### config.mk
export PLATFORM = sky130hd
export DESIGN_NAME = led_pattern_engine_flat
export DESIGN_NICKNAME = d
export VERILOG_FILES = /design/src/rtl/led_pattern_engine_if.sv /design/src/rtl/led_pattern_engine.sv /design/src/flat_wrapper.sv
export SDC_FILE = /design/constraint.sdc
export NUM_CORES = 1
export LEC_CHECK = 0
export CORE_MARGIN = 5
export CORE_UTILIZATION = 42
export DETAILED_ROUTE_END_ITERATION = 8
export DONT_BUFFER_PORTS = 1
export PLACE_DENSITY = 0.65
export SLEW_MARGIN = 20
export SYNTH_ARGS = -nofsm -noshare
export SYNTH_HDL_FRONTEND = slang
export SYNTH_SLANG_ARGS = --single-unit
### constraint.sdc
create_clock -name clk -period 2.1 [get_ports clk]
set_input_delay 0.315 -clock clk [delete_from_list [all_inputs] [get_ports clk]]
set_output_delay 0.315 -clock clk [all_outputs]
set_load 0.005 [all_outputs]
### src/rtl/led_pattern_engine_if.sv
// rtl/led_pattern_engine_if.sv - control/status bundle between effect sequencer and LED pattern engine
interface led_pattern_engine_if #(
    parameter int WIDTH     = 8,
    parameter int DIV_WIDTH = 24,
    parameter int CNT_WIDTH = 8
);
    logic                 start;
    logic                 stop;
    logic [1:0]           mode;
    logic                 dir;
    logic [DIV_WIDTH-1:0] div;
    logic [CNT_WIDTH-1:0] cycles;
    logic [WIDTH-1:0]     seed;
    logic [WIDTH-1:0]     led;
    logic                 busy;
    logic                 step;
    logic                 done;

    modport master (
        output start, stop, mode, dir, div, cycles, seed,
        input  led, busy, step, done
    );

    modport slave (
        input  start, stop, mode, dir, div, cycles, seed,
        output led, busy, step, done
    );
endinterface

### src/rtl/led_pattern_engine.sv
// rtl/led_pattern_engine.sv - WIDTH-bit LED pattern engine with prescaler, pass counter and start/stop handshake
module led_pattern_engine #(
    parameter int WIDTH     = 8,
    parameter int DIV_WIDTH = 24,
    parameter int CNT_WIDTH = 8
) (
    input  logic               clk,
    input  logic               reset,
    led_pattern_engine_if.slave bus
);
    localparam int SW = $clog2(2 * WIDTH + 1);

    localparam logic [1:0] M_ROTATE    = 2'd0;
    localparam logic [1:0] M_BOUNCE    = 2'd1;
    localparam logic [1:0] M_FILL      = 2'd2;
    localparam logic [1:0] M_SHIFT_OUT = 2'd3;

    localparam logic [SW-1:0] LEN_ROT  = SW'(WIDTH);
    localparam logic [SW-1:0] HALF_BNC = SW'(WIDTH - 1);
    localparam logic [SW-1:0] LEN_BNC  = SW'(2 * (WIDTH - 1));
    localparam logic [SW-1:0] LEN_FILL = SW'(2 * WIDTH);

    typedef enum logic {IDLE, RUN} state_t;

    state_t               state;
    state_t               state_next;

    logic [1:0]           mode_l;
    logic                 dir_r;
    logic [DIV_WIDTH-1:0] div_l;
    logic [CNT_WIDTH-1:0] cycles_l;
    logic [DIV_WIDTH-1:0] presc;
    logic [SW-1:0]        step_cnt;
    logic [CNT_WIDTH-1:0] pass_cnt;
    logic [WIDTH-1:0]     led_r;
    logic                 busy_r;
    logic                 step_r;
    logic                 done_r;

    logic                 tick;
    logic [SW-1:0]        step_inc;
    logic [SW-1:0]        pass_len;
    logic                 pass_end;
    logic [CNT_WIDTH-1:0] pass_inc;
    logic                 fill_bit;
    logic [WIDTH-1:0]     led_next;
    logic                 flip;
    logic                 finish;

    assign bus.led  = led_r;
    assign bus.busy = busy_r;
    assign bus.step = step_r;
    assign bus.done = done_r;

    // State register
    always_ff @(posedge clk) begin
        if (reset) begin
            state <= IDLE;
        end else begin
            state <= state_next;
        end
    end

    // Next-state, next LED pattern and pass bookkeeping for the current tick
    always_comb begin
        state_next = state;
        tick       = (presc == div_l);
        step_inc   = step_cnt + SW'(1);
        pass_inc   = pass_cnt + CNT_WIDTH'(1);
        fill_bit   = (step_cnt < LEN_ROT);
        led_next   = led_r;
        flip       = 1'b0;

        case (mode_l)
            M_ROTATE: pass_len = LEN_ROT;
            M_BOUNCE: pass_len = LEN_BNC;
            default:  pass_len = LEN_FILL;
        endcase
        // Shift-out has no pass structure; it ends on the all-zero result instead
        pass_end = (mode_l != M_SHIFT_OUT) && (step_inc == pass_len);

        case (mode_l)
            M_ROTATE, M_BOUNCE: led_next = dir_r ? {led_r[WIDTH-2:0], led_r[WIDTH-1]}
                                                 : {led_r[0], led_r[WIDTH-1:1]};
            M_FILL:             led_next = dir_r ? {led_r[WIDTH-2:0], fill_bit}
                                                 : {fill_bit, led_r[WIDTH-1:1]};
            default:            led_next = dir_r ? {led_r[WIDTH-2:0], 1'b0}
                                                 : {1'b0, led_r[WIDTH-1:1]};
        endcase

        // Bounce reverses at both ends of the bank, which also restores the original direction at pass end
        flip = (mode_l == M_BOUNCE) && ((step_inc == HALF_BNC) || (step_inc == LEN_BNC));

        if (mode_l == M_SHIFT_OUT) begin
            finish = (led_next == '0);
        end else begin
            finish = pass_end && (cycles_l != '0) && (pass_inc == cycles_l);
        end

        case (state)
            IDLE: if (bus.start) state_next = RUN;
            RUN: begin
                if (bus.stop) begin
                    state_next = IDLE;
                end else if (tick && finish) begin
                    state_next = IDLE;
                end
            end
            default: state_next = IDLE;
        endcase
    end

    // Datapath: load on start, advance pattern and counters on each tick, stop has priority over tick
    always_ff @(posedge clk) begin
        if (reset) begin
            led_r    <= '0;
            busy_r   <= 1'b0;
            step_r   <= 1'b0;
            done_r   <= 1'b0;
            presc    <= '0;
            step_cnt <= '0;
            pass_cnt <= '0;
            dir_r    <= 1'b0;
            mode_l   <= '0;
            div_l    <= '0;
            cycles_l <= '0;
        end else begin
            step_r <= 1'b0;
            done_r <= 1'b0;
            case (state)
                IDLE: begin
                    if (bus.start) begin
                        led_r    <= bus.seed;
                        mode_l   <= bus.mode;
                        dir_r    <= bus.dir;
                        div_l    <= bus.div;
                        cycles_l <= bus.cycles;
                        presc    <= '0;
                        step_cnt <= '0;
                        pass_cnt <= '0;
                        busy_r   <= 1'b1;
                    end
                end
                RUN: begin
                    if (bus.stop) begin
                        busy_r <= 1'b0;
                    end else if (tick) begin
                        presc  <= '0;
                        led_r  <= led_next;
                        step_r <= 1'b1;
                        if (flip) dir_r <= ~dir_r;
                        if (pass_end) begin
                            step_cnt <= '0;
                            pass_cnt <= pass_inc;
                        end else begin
                            step_cnt <= step_inc;
                        end
                        if (finish) begin
                            done_r <= 1'b1;
                            busy_r <= 1'b0;
                        end
                    end else begin
                        presc <= presc + DIV_WIDTH'(1);
                    end
                end
                default: busy_r <= 1'b0;
            endcase
        end
    end
endmodule

### src/flat_wrapper.sv
// flat-port wrapper written by rule: the top's interface ports become plain ports
module led_pattern_engine_flat 
#(
    parameter int WIDTH     = 8,
    parameter int DIV_WIDTH = 24,
    parameter int CNT_WIDTH = 8
)
  (clk, reset, bus_start, bus_stop, bus_mode, bus_dir, bus_div, bus_cycles, bus_seed, bus_led, bus_busy, bus_step, bus_done);
  led_pattern_engine_if #(.WIDTH(WIDTH), .DIV_WIDTH(DIV_WIDTH), .CNT_WIDTH(CNT_WIDTH)) bus_i ();
  input  logic clk;
  input  logic reset;
  input wire logic [$bits(bus_i.start)-1:0] bus_start;
  input wire logic [$bits(bus_i.stop)-1:0] bus_stop;
  input wire logic [$bits(bus_i.mode)-1:0] bus_mode;
  input wire logic [$bits(bus_i.dir)-1:0] bus_dir;
  input wire logic [$bits(bus_i.div)-1:0] bus_div;
  input wire logic [$bits(bus_i.cycles)-1:0] bus_cycles;
  input wire logic [$bits(bus_i.seed)-1:0] bus_seed;
  output wire logic [$bits(bus_i.led)-1:0] bus_led;
  output wire logic [$bits(bus_i.busy)-1:0] bus_busy;
  output wire logic [$bits(bus_i.step)-1:0] bus_step;
  output wire logic [$bits(bus_i.done)-1:0] bus_done;
  assign bus_i.start = bus_start;
  assign bus_i.stop = bus_stop;
  assign bus_i.mode = bus_mode;
  assign bus_i.dir = bus_dir;
  assign bus_i.div = bus_div;
  assign bus_i.cycles = bus_cycles;
  assign bus_i.seed = bus_seed;
  assign bus_led = bus_i.led;
  assign bus_busy = bus_i.busy;
  assign bus_step = bus_i.step;
  assign bus_done = bus_i.done;
  led_pattern_engine #(.WIDTH(WIDTH), .DIV_WIDTH(DIV_WIDTH), .CNT_WIDTH(CNT_WIDTH)) u_core (.clk(clk), .reset(reset), .bus(bus_i));
endmodule
==> results.json <==
{
  "status": "finished clean",
  "leakagePower_nw": 1.72,
  "peakVddDrop_uv": 339,
  "synthSimpleGateAreaFrac": 0.257,
  "die_x_um": 111,
  "rsz0062_at_grt": "true",
  "maxSlewHeadroom": 0.726,
  "synth-compound-area-share": 0.159,
  "min-delay-start": "reset",
  "grt_pass1_vias": 3675,
  "met3_length_um": 647,
  "drive_above_1_share": 0.138,
  "grt.total_usage": 0.175,
  "maxCapViolCount": 0,
  "synth-seq-cells": 84,
  "hold_class": "primary input to register",
  "powerDensity_nw_per_um2": 713,
  "wl_per_cell_um": 15.6,
  "ios": 58,
  "start_util": 0.424,
  "synth_top_family_by_area": "simple AND/OR/NAND/NOR gates",
  "fin_crit_sh": 0.966,
  "ant_nets": 0,
  "diodes": 0,
  "final_area_sq_um": 5000,
  "internal_power_w": 0.00259,
  "cts_tree": "done",
  "crit_arrival_ns": 2.32,
  "antenna_found_initial": 0,
  "total_power_w": 0.00357,
  "avgSynthCellArea_sq_um": 8.09,
  "postLayoutCoreUtil": 0.491,
  "core_area_sq_um": 10200,
  "cts_sinks": 84,
  "dp_hpwl_um": 7780,
  "vias_per_cell": 5.44,
  "numCtsBuffers": 9,
  "rows": 37,
  "place_area_sq_um": 4670,
  "synth-edff-count": 0,
  "finalCriticalPeriod_ns": 2.03,
  "die_h_um": 111,
  "setup_violations": 0,
  "drt_iter0_markers": 232,
  "synth.distinct_cells": 56,
  "fin_nets": 606,
  "clockPowerShare": 0.365,
  "clkSlewWorstSetupHoldPaths_ns": 0.09,
  "cts_buffer_depth": 2,
  "synth_area_sq_um": 4310,
  "drv_slew": 0,
  "fillers": 1016,
  "remaining_drc_errors": 0,
  "p_comb_frac": 0.144,
  "reg2reg_from": "u_core.step_cnt[1]$_SDFFE_PP0P_",
  "fin_skew_ns": 0.0108,
  "grt-ovfl-total": 0,
  "wirelength_um": 10800,
  "tightest_slew_ns": 0.410,
  "synth_ff_type": "dfxtp_1",
  "end_kind": "register",
  "drt-met1-wl_um": 4480,
  "io_buffers": 0,
  "cts-root-buf": "clkbuf_8",
  "switchingPower_w": 0.000978,
  "dr_wl_met2_um": 5530,
  "gp_congestion": 0.836,
  "worstPathMaxFanout": 5,
  "synth_warnings": 0,
  "hold_viol_final": 0,
  "worst_setup_path_start_kind": "register",
  "yosys.area_share.adder": 0.0145,
  "max_freq_mhz": 493,
  "holdWs_ns": 0.0246,
  "synth_nets": 585,
  "synthMuxAreaShare": 0.0255,
  "sw_frac_of_total": 0.274,
  "syn_inst": 533,
  "seq_power_share": 0.490,
  "synth-seq-area-share": 0.390,
  "synth_async_sr_flop_share": 0,
  "insertion_delay_ns": 0.36,
  "top_layer": "met4",
  "die_area_sq_um": 12400,
  "grt_max_degree": 58,
  "drt-pass1-iter-count": 4,
  "crit_start": "u_core.step_cnt[1]$_SDFFE_PP0P_",
  "num_vias": 3779,
  "grt_pass1_wl_um": 18000,
  "h-tree-depth": 3,
  "path_class": "register to register",
  "syn2layout_area_growth_pct": 16.0,
  "synth_xor_xnor_area_share": 0.120,
  "required_ns": 2.39
}
## worst max-delay path, stage by stage, from the launching register on
cell and delay, ns:
dfxtp_4 0.38, ha_4 0.18, xnor2_4 0.14, or3_4 0.39, a21oi_4 0.17, o21ai_4 0.10
buf_4 0.15, o32a_1 0.32, a21oi_1 0.13
## layout by cell type (no fill, tap or decap), types with 11 or more instances in the layout
| master | synthesis | final |
|---|---|---|
| nand2_1 | 105 | 105 |
| o211ai_1 | 13 | 13 |
| buf_4 | 0 | 33 |
| mux2i_1 | 11 | 11 |
| nand4_1 | 15 | 15 |
| a21oi_1 | 49 | 49 |
| xnor2_1 | 41 | 39 |
| xor2_1 | 18 | 17 |
| dfxtp_1 | 84 | 79 |
| nand3_1 | 23 | 22 |
| inv_1 | 12 | 11 |
| nor2_1 | 36 | 36 |
## cells in the mapped netlist, types with 3 or more instances
cell type    n  area, sq um
a22o_1       3         26.3
and3_1       8         50.1
o21ai_0      6         30.0
nor2_1      36          135
dfxtp_1     84         1680
nor2b_1      8         50.1
o32ai_1      3         26.3
or2_2        3         18.8
nand3_1     23          115
nand2b_1     8         50.1
a31oi_1      3         18.8
nor4_1       3         18.8
nand2_1    105          394
clkbuf_1    23         86.3
nor3_1       7         35.0
nand4_1     15         93.8
ha_1         5         62.6
o2bb2ai_1    3         26.3
o211ai_1    13         97.6
buf_2        3         15.0
inv_1       12         45.0
mux2i_1     11          110
xnor2_1     41          359
xor2_1      18          158
o21a_1       3         22.5
a21oi_1     49          245
## cells by family (layout without fill, tap and decap cells)
logic type | count (synthesis) | in the layout
adders and majority gates | 5 | 5
buffers and inverters | 39 | 65
muxes | 11 | 11
xor gates and xnor gates | 59 | 59
DFF | 84 | 84
AOI/OAI and AO/OA | 103 | 103
and+or+nand+nor | 232 | 232
## layout make-up
type,instances,area [sq um],share of cell area
multi-input combinational,410,2560,0.513
sequential,84,1700,0.339
timing repair buffer,37,299,0.0598
tap,136,170,0.0340
clock buffer,11,141,0.0283
clock inverter,5,83.8,0.0168
inverter,12,47.5,0.00950
## stage by stage
stage	setup TNS (ns)	std cells	setup slack, ns
detailed placement	0	675	0.0245
floorplan	0	533	0.0165
CTS	0	692	0.00490
finish	0	695	0.0718
global route	-0.0403	695	-0.0168
global placement	0	675	0.0287
## repair_timing
item                       in CTS  in global routing
hold endpoints to repair        1                  3
setup endpoints to repair       0                 13
gates resized for setup         0                 17
hold buffers                    1                  1
buffers inserted                0                  2
## power by group through the flow
stage          registers [W]  logic, W  clock network, W
2_1_floorplan        0.00176  0.000383                 0
3_3_place_gp         0.00179  0.000491                 0
3_5_place_dp         0.00179  0.000501                 0
4_1_cts              0.00175  0.000505           0.00134
5_1_grt              0.00176  0.000577           0.00140
6_report             0.00175  0.000515           0.00130
## registers in the layout, summed over array words and instances, names as in the netlist
register / flops
u_core.bus.busy: 1
u_core.bus.done: 1
u_core.bus.led: 8
u_core.bus.step: 1
u_core.cycles_l: 8
u_core.dir_r: 1
u_core.div_l: 24
u_core.mode_l: 2
u_core.pass_cnt: 8
u_core.presc: 24
u_core.state: 1
u_core.step_cnt: 5
## per-layer routing
| metal | vias up | global-route usage |
|---|---|---|
| met1 | 1787 | 0.202 |
| met2 | 87 | 0.312 |
| met4 | 0 | 0.0470 |
| li1 | 1893 | - |
| met3 | 12 | 0.0565 |
| met5 | - | 0 |
## path summary, 6_finish.rpt
| check | endpoint | slack [ns] | cells after the start |
|---|---|---|---|
| hold reg to reg | u_core.div_l[7]$_SDFFE_PP0P_ | 0.47 | 2 |
| setup reg to reg | u_core.pass_cnt[2]$_SDFFE_PP0P_ | 0.07 | 8 |
| hold / removal | u_core.pass_cnt[6]$_SDFFE_PP0P_ | 0.02 | 1 |
| setup / recovery | u_core.pass_cnt[2]$_SDFFE_PP0P_ | 0.07 | 8 |
(Power assumes the default switching activity.)
